File: src/rtl/fifo_push_arb_pkg.sv
// fifo_push_arb_pkg
//   Shared types and helpers for the fifo_push_arbiter slice.
//   - arb_state_e : arbiter FSM encoding (IDLE, LOCKED)
//   - rr_next     : round-robin pointer increment with wrap at num_req
package fifo_push_arb_pkg;

  typedef enum logic [0:0] {
    IDLE   = 1'b0,
    LOCKED = 1'b1
  } arb_state_e;

  // Next round-robin position after ptr, wrapping num_req-1 back to 0.
  function automatic int rr_next(input int ptr, input int num_req);
    return (ptr + 1 >= num_req) ? 0 : ptr + 1;
  endfunction

endpackage

File: src/rtl/rr_first_one.sv
// rr_first_one
//   Combinational rotating priority search: returns the first set bit of
//   req_i starting at ptr_i and moving upward modulo NUM_REQ.
// Ports:
//   req_i   in  NUM_REQ  request vector
//   ptr_i   in  IDX_W    position with highest priority
//   idx_o   out IDX_W    index of the winning request (0 when none)
//   found_o out 1        at least one request is set
module rr_first_one #(
  parameter  int NUM_REQ = 4,
  localparam int IDX_W   = $clog2(NUM_REQ)
) (
  input  logic [NUM_REQ-1:0] req_i,
  input  logic [IDX_W-1:0]   ptr_i,
  output logic [IDX_W-1:0]   idx_o,
  output logic               found_o
);

  // Walk from the lowest-priority position to the highest so that the
  // last hit written is the one closest to ptr_i.
  always_comb begin
    int               cand;
    logic [IDX_W-1:0] cand_idx;
    idx_o    = '0;
    found_o  = 1'b0;
    cand     = 0;
    cand_idx = '0;
    for (int k = NUM_REQ - 1; k >= 0; k--) begin
      cand = int'(ptr_i) + k;
      if (cand >= NUM_REQ) cand = cand - NUM_REQ;
      cand_idx = IDX_W'(cand);
      if (req_i[cand_idx]) begin
        idx_o   = cand_idx;
        found_o = 1'b1;
      end
    end
  end

endmodule

File: src/rtl/fifo_push_arbiter.sv
// fifo_push_arbiter
//   Shares the push side of one fifo_v3 between NUM_REQ valid/ready
//   requesters. Round-robin at packet granularity: once a multi-beat packet
//   starts, the grant stays with its owner until the beat with last=1.
//   Every beat is tagged with its source index in the upper fifo data bits.
//   Optional watchdog (define FIFO_PUSH_ARBITER_WATCHDOG_EN) releases a lock
//   after TIMEOUT consecutive stalled cycles and pulses wdog_err_o.
// Ports:
//   clk_i        in  clock
//   rst_ni       in  asynchronous reset, active low
//   flush_i      in  synchronous abort, shared with the fifo flush
//   req_valid_i  in  per-requester beat valid
//   req_data_i   in  per-requester payload, requester i at [i*DATA_WIDTH +: DATA_WIDTH]
//   req_last_i   in  beat is the final beat of its packet
//   req_ready_o  out beat accepted this cycle (one-hot or zero)
//   fifo_full_i  in  full_o of the downstream fifo
//   fifo_push_o  out push_i of the downstream fifo
//   fifo_data_o  out {source index, payload} to fifo data_i
//   busy_o       out arbiter is locked onto a packet
//   grant_idx_o  out current owner or selected requester
//   wdog_err_o   out (watchdog build only) one-cycle forced-release pulse
module fifo_push_arbiter
  import fifo_push_arb_pkg::*;
#(
  parameter  int NUM_REQ    = 4,
  parameter  int DATA_WIDTH = 32,
  parameter  int TIMEOUT    = 64,
  localparam int IDX_W      = $clog2(NUM_REQ)
) (
  input  logic                          clk_i,
  input  logic                          rst_ni,
  input  logic                          flush_i,
  input  logic [NUM_REQ-1:0]            req_valid_i,
  input  logic [NUM_REQ*DATA_WIDTH-1:0] req_data_i,
  input  logic [NUM_REQ-1:0]            req_last_i,
  output logic [NUM_REQ-1:0]            req_ready_o,
  input  logic                          fifo_full_i,
  output logic                          fifo_push_o,
  output logic [IDX_W+DATA_WIDTH-1:0]   fifo_data_o,
  output logic                          busy_o,
  output logic [IDX_W-1:0]              grant_idx_o
`ifdef FIFO_PUSH_ARBITER_WATCHDOG_EN
 ,output logic                          wdog_err_o
`endif
);

  localparam logic [0:0] ST_IDLE   = 1'(IDLE);
  localparam logic [0:0] ST_LOCKED = 1'(LOCKED);

  if (NUM_REQ < 2 || NUM_REQ > 16) begin : g_bad_num_req
    $fatal(1, "fifo_push_arbiter: NUM_REQ must be in 2..16");
  end
  if (TIMEOUT < 1) begin : g_bad_timeout
    $fatal(1, "fifo_push_arbiter: TIMEOUT must be at least 1");
  end

  logic [0:0]       state_q, state_d;
  logic [IDX_W-1:0] rr_ptr_q, rr_ptr_d;
  logic [IDX_W-1:0] owner_q, owner_d;
  logic [IDX_W-1:0] sel, rr_idx;
  logic             rr_found, locked, xfer, sel_last, wdog_hit;

  rr_first_one #(
    .NUM_REQ (NUM_REQ)
  ) u_rr_first_one (
    .req_i   (req_valid_i),
    .ptr_i   (rr_ptr_q),
    .idx_o   (rr_idx),
    .found_o (rr_found)
  );

  assign locked = (state_q == ST_LOCKED);

  // When idle with nobody valid, rr_idx is already 0, so sel defaults to 0.
  assign sel      = locked ? owner_q : rr_idx;
  assign sel_last = req_last_i[sel];

  // Only the registered full is honoured; a simultaneous pop gives no credit.
  assign xfer = req_valid_i[sel] & ~fifo_full_i & ~flush_i & (locked | rr_found);

  always_comb begin
    req_ready_o      = '0;
    req_ready_o[sel] = xfer;
  end

  assign fifo_push_o = xfer;
  assign fifo_data_o = {sel, req_data_i[int'(sel)*DATA_WIDTH +: DATA_WIDTH]};
  assign busy_o      = locked;
  assign grant_idx_o = sel;

`ifdef FIFO_PUSH_ARBITER_WATCHDOG_EN
  localparam int CNT_W = $clog2(TIMEOUT + 1);

  logic [CNT_W-1:0] wdog_cnt_q, wdog_cnt_d;
  logic             wdog_err_q;

  // The stall that would bring the count to TIMEOUT triggers the release.
  assign wdog_hit = locked & ~xfer & ~flush_i & (wdog_cnt_q == CNT_W'(TIMEOUT - 1));

  // Counter only runs on stalled locked cycles; zero whenever idle, so it is
  // already clear on entry to LOCKED.
  always_comb begin
    wdog_cnt_d = '0;
    if (locked && !xfer && !flush_i && !wdog_hit) wdog_cnt_d = wdog_cnt_q + 1'b1;
  end

  always_ff @(posedge clk_i or negedge rst_ni) begin
    if (!rst_ni) begin
      wdog_cnt_q <= '0;
      wdog_err_q <= 1'b0;
    end else begin
      wdog_cnt_q <= wdog_cnt_d;
      wdog_err_q <= wdog_hit;
    end
  end

  assign wdog_err_o = wdog_err_q;
`else
  assign wdog_hit = 1'b0;
`endif

  // Flush dominates; an aborted packet is dropped together with the fifo.
  always_comb begin
    state_d  = state_q;
    rr_ptr_d = rr_ptr_q;
    owner_d  = owner_q;
    if (flush_i) begin
      state_d  = ST_IDLE;
      rr_ptr_d = '0;
    end else if (!locked) begin
      if (xfer) begin
        if (sel_last) begin
          rr_ptr_d = IDX_W'(rr_next(int'(sel), NUM_REQ));
        end else begin
          state_d = ST_LOCKED;
          owner_d = sel;
        end
      end
    end else if ((xfer && sel_last) || wdog_hit) begin
      state_d  = ST_IDLE;
      rr_ptr_d = IDX_W'(rr_next(int'(owner_q), NUM_REQ));
    end
  end

  always_ff @(posedge clk_i or negedge rst_ni) begin
    if (!rst_ni) begin
      state_q  <= ST_IDLE;
      rr_ptr_q <= '0;
      owner_q  <= '0;
    end else begin
      state_q  <= state_d;
      rr_ptr_q <= rr_ptr_d;
      owner_q  <= owner_d;
    end
  end

`ifndef SYNTHESIS
  // Requesters hold valid, data and last until accepted (flush excepted).
  for (genvar g = 0; g < NUM_REQ; g++) begin : g_req_stable
    assert property (@(posedge clk_i) disable iff (!rst_ni)
      (req_valid_i[g] && !req_ready_o[g] && !flush_i) |=>
        (req_valid_i[g] && $stable(req_data_i[g*DATA_WIDTH +: DATA_WIDTH]) &&
         $stable(req_last_i[g])));
  end

  assert property (@(posedge clk_i) disable iff (!rst_ni) fifo_full_i |-> !fifo_push_o);
`endif

endmodule

File: config.mk
export PLATFORM = sky130hd
export DESIGN_NAME = fifo_push_arbiter
export DESIGN_NICKNAME = d
export VERILOG_FILES = /design/src/rtl/fifo_push_arb_pkg.sv /design/src/rtl/rr_first_one.sv /design/src/rtl/fifo_push_arbiter.sv
export SDC_FILE = /design/constraint.sdc
export NUM_CORES = 1
export LEC_CHECK = 0
export ABC_CLOCK_PERIOD_IN_PS = 3250
export CAP_MARGIN = 25
export CORE_UTILIZATION = 27
export CTS_CLUSTER_SIZE = 20
export DETAILED_ROUTE_END_ITERATION = 12
export PLACE_DENSITY = 0.83
export SLEW_MARGIN = 20
export SYNTH_ARGS = -nofsm -noshare
export SYNTH_HDL_FRONTEND = slang
export SYNTH_HIERARCHICAL = 1
export SYNTH_SLANG_ARGS = --single-unit
File: constraint.sdc
create_clock -name clk_i -period 3.25 [get_ports clk_i]
set_input_delay 0.4875 -clock clk_i [delete_from_list [all_inputs] [get_ports clk_i]]
set_output_delay 0.4875 -clock clk_i [all_outputs]
set_load 0.02 [all_outputs]
==> results of run 1 <==
## worst min-delay path by stage
stage                        to  slack (ps)
floorplan                busy_o         190
global placement    rr_ptr_q[0]         590
detailed placement  rr_ptr_q[0]         600
CTS                  owner_q[1]         500
global route         owner_q[1]         510
finish               owner_q[1]         490
## repair_timing
action,4_1_cts,5_1_grt
setup buffers,1,1
hold buffers,0,0
gates cloned,0,0
setup endpoints to repair,37,35
pin swaps,1,3
resized for setup,46,50
## cell type report
type	count	area share, %
clock buffers	4	1.25
inverters	2	0.208
multi-input cells	246	37.0
flip-flops and latches	5	3.46
well taps	72	2.49
repair buffers	208	55.6
## cells by family (layout without fill, tap and decap cells)
logic type,Yosys count,in the layout,synth area share (%)
buffers and inverters,25,214,6.90
adder cells (fa/ha/maj),5,5,4.06
multiplexers,10,10,7.30
flip-flops,5,5,8.12
AND/OR/NAND/NOR,187,187,54.5
AO/OA/AOI/OAI,44,44,19.1
## layer usage
metal | wire length (µm) | share of wire [%] | track usage [%]
met2 | 3610 | 50 | 44.5
met5 | 0 | 0 | 0
met4 | 131 | 1.8 | 4.91
met1 | 2930 | 40 | 26.9
met3 | 624 | 8.5 | 4.47
## worst max-delay path, cell delays in order
cell and delay [ps]:
clkdlybuf4s50_1 500, nand2b_1 60, a21oi_1 230, a211oi_2 90
mux2i_4 260, buf_12 230, nand2_1 70, and3_1 160
a31oi_1 210, clkdlybuf4s15_1 340
## flip-flops by register name, summed over array words and instances (netlist names)
name and cells:
owner_q 2, busy_o 1, rr_ptr_q 2
## where the power goes
part | internal, mW | switching [mW] | total [mW] | leakage (nW)
registers | 0.0801 | 0.0361 | 0.116 | 0.0667
clock network | 0.0838 | 0.0264 | 0.110 | 0.0228
logic | 0.662 | 0.723 | 1.39 | 1.58
## stage by stage
stage	cell area, µm²	worst slack, ps	hold WS, ps
5_1_grt	3610	0.701	506
4_1_cts	3630	-4.52	495
3_3_place_gp	3590	-219	591
6_report	3610	106	490
3_5_place_dp	3590	-331	603
2_1_floorplan	1540	431	192
## placed cells by master, fill, tap and decap left out
cell             Yosys  routed
nor2_4               0       1
clkdlybuf4s15_1      0       6
mux2_4               1       1
nand2_1            132     132
inv_1                1       1
a211oi_1             2       2
a32oi_2              0       1
nor3_2               1       1
and2_1               4       4
inv_2                1       1
nor2_1               8       8
clkbuf_2             0      14
nor2b_2              0       1
buf_12               0       6
a31oi_1             32      32
mux2i_4              0       1
and3_1              32      32
buf_4                2      20
ha_1                 5       5
nor3_1               1       1
mux2_1               3       3
nor2b_1              2       1
buf_6                0       1
dfrtp_1              5       5
dlygate4sd1_1        0       1
clkbuf_8             0       3
nor4b_4              1       1
a21oi_1              5       4
clkbuf_1            14       1
dlygate4sd2_1        0      16
nor3b_1              1       1
a211oi_2             1       1
o221ai_2             1       1
nand2b_1             4       4
dlymetal6s2s_1       0       3
clkdlybuf4s50_1      0     141
mux2i_1              5       5
a21oi_2              2       3
==> results.cfg, run 1 <==
[synth]
syn_area_mm2 = 0.00154
netlist_instances = 276
ys_async_sr_fraction_pct = 100
yosys.area.top_type = nand2_1
synth_area_leaders = nand2_1, a31oi_1, and3_1
synth_top_area_share_pct = 32.1
synth_top_flop_cell = dfrtp_1
netlist_top_cells_count = nand2_1, a31oi_1, and3_1
synth-edff-count = 0
syn-num-nets = 421
ys_ff_latch = 5
synth.most_common_cell = nand2_1
synth.avg_cell_area_um2 = 5.59
ys_types = 30
synth_warnings = 6
synth_seq_area_share_pct = 8.12

[timing]
rsz0062_at_grt = false
max_freq_ghz = 0.318
worst_pin_slew_ps = 355
slew_headroom_pct = 76.4
hold_violations = 0
fin_crit_sh_pct = 96.7
post-route-min-period_ps = 3140
slew_violations = 0
setup_viol = 0
setup-tns-final_ps = 0
finalClockSkew_ps = 1.87

[cts]
clkTransAtPathRegs_ps = 30
cts_tree = yes
htree_levels = 1
cts.sinks = 5
cts-root-buf = clkbuf_8
clk_path_buf_depth = 2
clk_latency_ps = 210
cts_made_buffers = 3

[run_status]
outcome = finished, final reports clean

[drt]
drt-initial-drc-count = 87
wl_per_cell_um = 13.6
drc = 0
antenna_left = 0
drt_wl_total_mm = 7.30
viasPerCell = 4.87
vias = 2613
first_pass_iters = 4

[floorplan]
chipWidth_um = 77.6
coreArea_mm2 = 0.00551
chipHeight_um = 77.6
ios = 182
core.rowCount = 27
initial_core_util_pct = 28.0
die_area_mm2 = 0.00602

[run]
max-cap-violations = 0

[power]
ir_drop_mv = 0.383
p_leak_nw = 1.67
fin_total_pwr_mw = 1.61
pwr_density_cell_mw_per_mm2 = 446

[placed_design]
portBuffers = 181
place_congestion = 0.817
placedCellCount = 531
hpwlAfterDp_mm = 5.80

[grt]
antenna_found_initial = 0
first_global_vias = 2529
grt_max_degree = 39
grt-ovfl-total = 0
grt_usage_pct = 23.5
grt_pass1_wl_mm = 11.7

[critical_path]
cp-start-kind = input pin
cp_max_fo = 38
reg2reg_slack_ps = 540
required_ps = 2760
crit_end = fifo_data_o[18]
end_kind = primary output
rr_startpoint = rr_ptr_q[1]
ff2ff_path_depth = 11
r2r-end = owner_q[0]
arrival_ps = 2660
critPathLaunch = req_valid_i[2]
worstSetupPathType = input pin to primary output

[finish]
fillers = 479
insertedDiodeCount = 0
synthToLayoutAreaGrowth_pct = 134
instances_no_fill = 537
multi_input_area_mm2 = 0.00134
regArea_um2 = 125
utilization_pct = 65.6
final_nets = 611
drive_gt1_share_pct = 12.3

[min_path]
hold_class = input pin to async pin
No activity file was read; power rests on OpenSTA's default activity.
==> run 2: changes to the inputs <==
--- a/config.mk
+++ b/config.mk
@@ -11,6 +11,7 @@
 export CTS_CLUSTER_SIZE = 20
 export DETAILED_ROUTE_END_ITERATION = 12
 export PLACE_DENSITY = 0.83
+export SKIP_LAST_GASP = 1
 export SLEW_MARGIN = 20
 export SYNTH_ARGS = -nofsm -noshare
 export SYNTH_HDL_FRONTEND = slang
==> results.cfg, run 2 (synthesis gave the netlist of run 1 again) <==
[grt]
grt-ovfl-total = 0
grt_usage_pct = 23.5
antenna_found_initial = 0
grt_pass1_wl_mm = 11.7
first_global_vias = 2529
grt_max_degree = 39

[critical_path]
ff2ff_path_depth = 11
arrival_ps = 2670
worstSetupPathType = input pin to primary output
end_kind = primary output
required_ps = 2760
reg2reg_slack_ps = 540
r2r-end = owner_q[0]
rr_startpoint = rr_ptr_q[1]
cp_max_fo = 38
critical_path.max_stage_delay_ps = 500
cp-start-kind = input pin
cp_slowest_cell = clkdlybuf4s50_1
crit_chain = clkdlybuf4s50_1 -> nand2b_1 -> a21oi_1 -> a211oi_2 -> mux2i_4 -> buf_12 -> nand2_1 -> and3_1 -> a31oi_1 -> dlygate4sd2_1

[floorplan]
chipWidth_um = 77.6
coreArea_mm2 = 0.00551
core.rowCount = 27
die_area_mm2 = 0.00602
chipHeight_um = 77.6
ios = 182
initial_core_util_pct = 28.0

[timing]
setup_viol = 0
max_freq_ghz = 0.316
slew_headroom_pct = 76.4
hold_violations = 0
worst_pin_slew_ps = 355
fin_crit_sh_pct = 97.2
finalClockSkew_ps = 1.87
setup-tns-final_ps = 0
post-route-min-period_ps = 3160
slew_violations = 0
hold_ws_ps = 490
rsz0062_at_grt = true

[placed_design]
hpwlAfterDp_mm = 5.80
place_congestion = 0.817
placedCellCount = 531
placed_area_mm2 = 0.00359
portBuffers = 181

[min_path]
hold_class = input pin to async pin

[cts]
cts_made_buffers = 3
htree_levels = 1
clk_latency_ps = 210
clk_path_buf_depth = 2
clkTransAtPathRegs_ps = 30
cts.sinks = 5
cts_tree = yes
cts-root-buf = clkbuf_8

[finish]
drive_gt1_share_pct = 12.3
instances_no_fill = 537
final_nets = 611
fillers = 480
final_cell_mix = clkdlybuf4s50_1, nand2_1, and3_1, a31oi_1, buf_4
final_common_cell = clkdlybuf4s50_1
synthToLayoutAreaGrowth_pct = 134
insertedDiodeCount = 0
final_area_mm2 = 0.00361

[power]
p_sw_mw = 0.786
comb_power_share_pct = 85.9
pwr_density_cell_mw_per_mm2 = 446
power_frac_seq_pct = 7.2
pwr-share-clk_pct = 6.8
p_sw_share_pct = 48.8
p_int_mw = 0.825
p_leak_nw = 1.67
ir_drop_mv = 0.383

[drt]
drc = 0
antenna_left = 0
wl_per_cell_um = 13.6
vias = 2610
drt-initial-drc-count = 86
drt_wl_total_mm = 7.31
first_pass_iters = 4
viasPerCell = 4.86

[run]
max-cap-violations = 0

[run_status]
outcome = finished, final reports clean
==> run 2: layout make-up <==
class	instances	area (µm²)	share of cell area [%]
tap	72	90.1	2.49
multi-input combinational	246	1340	37.0
sequential	5	125	3.46
timing repair buffer	208	2010	55.6
inverter	2	7.51	0.208
clock buffer	4	45.0	1.25
==> run 2: what timing repair did <==
item	CTS	global route
buffers inserted	1	1
gates resized for setup	42	53
pin swaps	1	3
setup endpoints to repair	37	35
hold buffers	0	0
==> run 2: per-layer routing <==
metal / vias to the layer above / wire length [µm] / global-route usage [%]
met2: 129 / 3620 / 44.5
met1: 1157 / 2930 / 26.9
li1: 1314 / - / -
met3: 10 / 629 / 4.47
met4: 0 / 131 / 4.91
met5: - / 0 / 0
==> run 2: through the flow <==
stage               utilization [%]  setup slack (ps)  total power [mW]
floorplan                         -               431             0.869
global placement               65.3              -219              1.57
detailed placement             65.3              -331              1.59
CTS                            65.8             -30.4              1.61
global route                   65.6             -7.81              1.75
finish                         65.6              89.6              1.61
==> run 2: worst max-delay path by stage <==
| stage | startpoint | end | cells after the start |
|---|---|---|---|
| floorplan | req_valid_i[3] | fifo_data_o[11] | 8 |
| global placement | req_valid_i[3] | req_ready_o[1] | 10 |
| detailed placement | req_valid_i[3] | req_ready_o[1] | 10 |
| CTS | req_valid_i[3] | req_ready_o[1] | 11 |
| global route | req_valid_i[2] | fifo_data_o[18] | 10 |
| finish | req_valid_i[2] | fifo_data_o[18] | 10 |
==> run 2: power groups by stage <==
stage	sequential (mW)	combinational, mW	clock (mW)
detailed placement	0.115	1.48	0
global route	0.121	1.51	0.118
global placement	0.111	1.46	0
finish	0.116	1.38	0.110
CTS	0.116	1.38	0.113
floorplan	0.104	0.765	0
==> run 2: worst max-delay path: cells and delay by family <==
| kind | cells | cell delay (ps) |
|---|---|---|
| buffers and inverters | 3 | 1100 |
| AO/OA/AOI/OAI | 3 | 520 |
| multiplexers | 1 | 260 |
| AND/OR/NAND/NOR | 3 | 290 |
==> run 3: changes to the inputs <==
--- a/config.mk
+++ b/config.mk
@@ -5,7 +5,6 @@
 export SDC_FILE = /design/constraint.sdc
 export NUM_CORES = 1
 export LEC_CHECK = 0
-export ABC_CLOCK_PERIOD_IN_PS = 3250
 export CAP_MARGIN = 25
 export CORE_UTILIZATION = 27
 export CTS_CLUSTER_SIZE = 20
==> constraint.sdc (replaced) <==
create_clock -name clk_i -period 3.3 [get_ports clk_i]
set_input_delay 0.495 -clock clk_i [delete_from_list [all_inputs] [get_ports clk_i]]
set_output_delay 0.495 -clock clk_i [all_outputs]
set_load 0.02 [all_outputs]
==> results.cfg, run 3 (synthesis gave the netlist of run 1 again) <==
[run_status]
outcome = finished, final reports clean

[drt]
wl_per_cell_um = 13.7
viasPerCell = 4.92
drt_wl_total_mm = 7.41
drc = 0
drt-initial-drc-count = 84
first_pass_iters = 4
antenna_left = 0
vias = 2657

[placed_design]
hpwlAfterDp_mm = 5.74
placed_area_mm2 = 0.00359
portBuffers = 181
place_congestion = 0.817

[grt]
grt_max_degree = 39
first_global_vias = 2588
grt_pass1_wl_mm = 11.9
antenna_found_initial = 0
grt-ovfl-total = 0
grt_usage_pct = 24.1

[finish]
final_common_cell = clkdlybuf4s50_1
final_nets = 614
synthToLayoutAreaGrowth_pct = 135
fillers = 463
insertedDiodeCount = 0
final_area_mm2 = 0.00362
drive_gt1_share_pct = 15.4
final_cell_mix = clkdlybuf4s50_1, nand2_1, and3_1, a31oi_1, buf_4

[critical_path]
cp-start-kind = input pin
required_ps = 2800
cp_top_family = buffers and inverters
crit_chain = clkdlybuf4s50_1 -> nor3b_1 -> a211oi_1 -> nor2_1 -> nor2b_2 -> a21oi_2 -> buf_4 -> buf_4 -> and3_1 -> a31oi_1 -> dlygate4sd2_1
cp_max_fo = 13
critical_path.most_common_cell = buf_4
worstSetupPathType = input pin to primary output
arrival_ps = 2750
end_kind = primary output
cp_slowest_cell = clkdlybuf4s50_1
critical_path.max_stage_delay_ps = 470
cp_num_buf_inv = 4

[timing]
finalClockSkew_ps = 7.10
slew_violations = 0
hold_ws_ps = 485
fin_crit_sh_pct = 98.3
rsz0062_at_grt = true
slew_headroom_pct = 76.4
setup-tns-final_ps = 0
max_freq_ghz = 0.308
worst_pin_slew_ps = 355
post-route-min-period_ps = 3240
hold_violations = 0
setup_viol = 0

[cts]
cts_made_buffers = 3
cts-root-buf = clkbuf_8
clk_latency_ps = 230
cts_hold_buf = 0
htree_levels = 1
clk_path_buf_depth = 2
cts.sinks = 5
cts_tree = yes
clkTransAtPathRegs_ps = 40

[run]
max-cap-violations = 0

[floorplan]
ios = 182
chipWidth_um = 77.6
chipHeight_um = 77.6
coreArea_mm2 = 0.00551
die_area_mm2 = 0.00602
core.rowCount = 27
initial_core_util_pct = 28.0

[power]
p_leak_nw = 1.76
ir_drop_mv = 0.424
pwr_density_cell_mw_per_mm2 = 443

[min_path]
hold_class = input pin to async pin
-- run 3: changes by cell type in the layout (fill, tap and decap cells not counted) --
| cell | change |
|---|---|
| a21oi_1 | -1 |
| a21oi_2 | +1 |
| buf_4 | +5 |
| buf_6 | -1 |
| clkbuf_2 | +10 |
| clkdlybuf4s15_1 | -5 |
| dlygate4sd1_1 | -1 |
| dlygate4sd2_1 | -14 |
| dlymetal6s2s_1 | +9 |
-- run 3: where the power goes --
part           switching, mW  internal [mW]  leakage (nW)
clock network         0.0322         0.0831        0.0228
registers             0.0364         0.0789        0.0667
logic                  0.716          0.658          1.67
total                  0.785          0.820          1.76
-- run 3: final timing paths --
kind,start,to,slack [ps],cells after the start
setup / recovery,req_valid_i[1],fifo_data_o[3],60,11
hold / removal,rst_ni,rr_ptr_q[0],480,1
setup reg to reg,rr_ptr_q[1],owner_q[0],540,12
hold reg to reg,rr_ptr_q[0],rr_ptr_q[0],610,2
max in group asynchronous,rst_ni,rr_ptr_q[1],2620,1
min in group clk_i,rr_ptr_q[0],rr_ptr_q[0],610,2
-- run 3: per-layer routing --
metal | vias up | GRT usage [%] | share of wire [%]
li1 | 1324 | - | -
met1 | 1190 | 28.4 | 41
met2 | 131 | 44.5 | 50
met3 | 12 | 4.00 | 8.0
met4 | 0 | 6.23 | 1.8
met5 | - | 0 | 0
-- run 3: final cells by class --
cell class                      instances  area [µm²]  area share, %
Clock buffer                            4        45.0           1.24
Sequential cell                         5         125           3.45
Timing Repair Buffer                  211        2020           55.6
Tap cell                               72        90.1           2.49
Multi-Input combinational cell        246        1340           37.0
Inverter                                2        7.51          0.207
-- run 3: per-stage QoR --
stage	power, mW	utilization, %	setup WS (ps)	cells
finish	1.61	65.8	56.0	540
global route	1.75	65.8	-119	540
CTS	1.63	66.2	-201	536
detailed placement	1.57	65.3	-281	531
global placement	1.55	65.3	-184	531
floorplan	0.856	-	466	276
-- run 3: timing repair --
item                                    4_1_cts  5_1_grt
pin swaps                                     1        1
gates resized for setup                      35       91
buffers inserted                              1        4
endpoints found under the setup margin       37       39
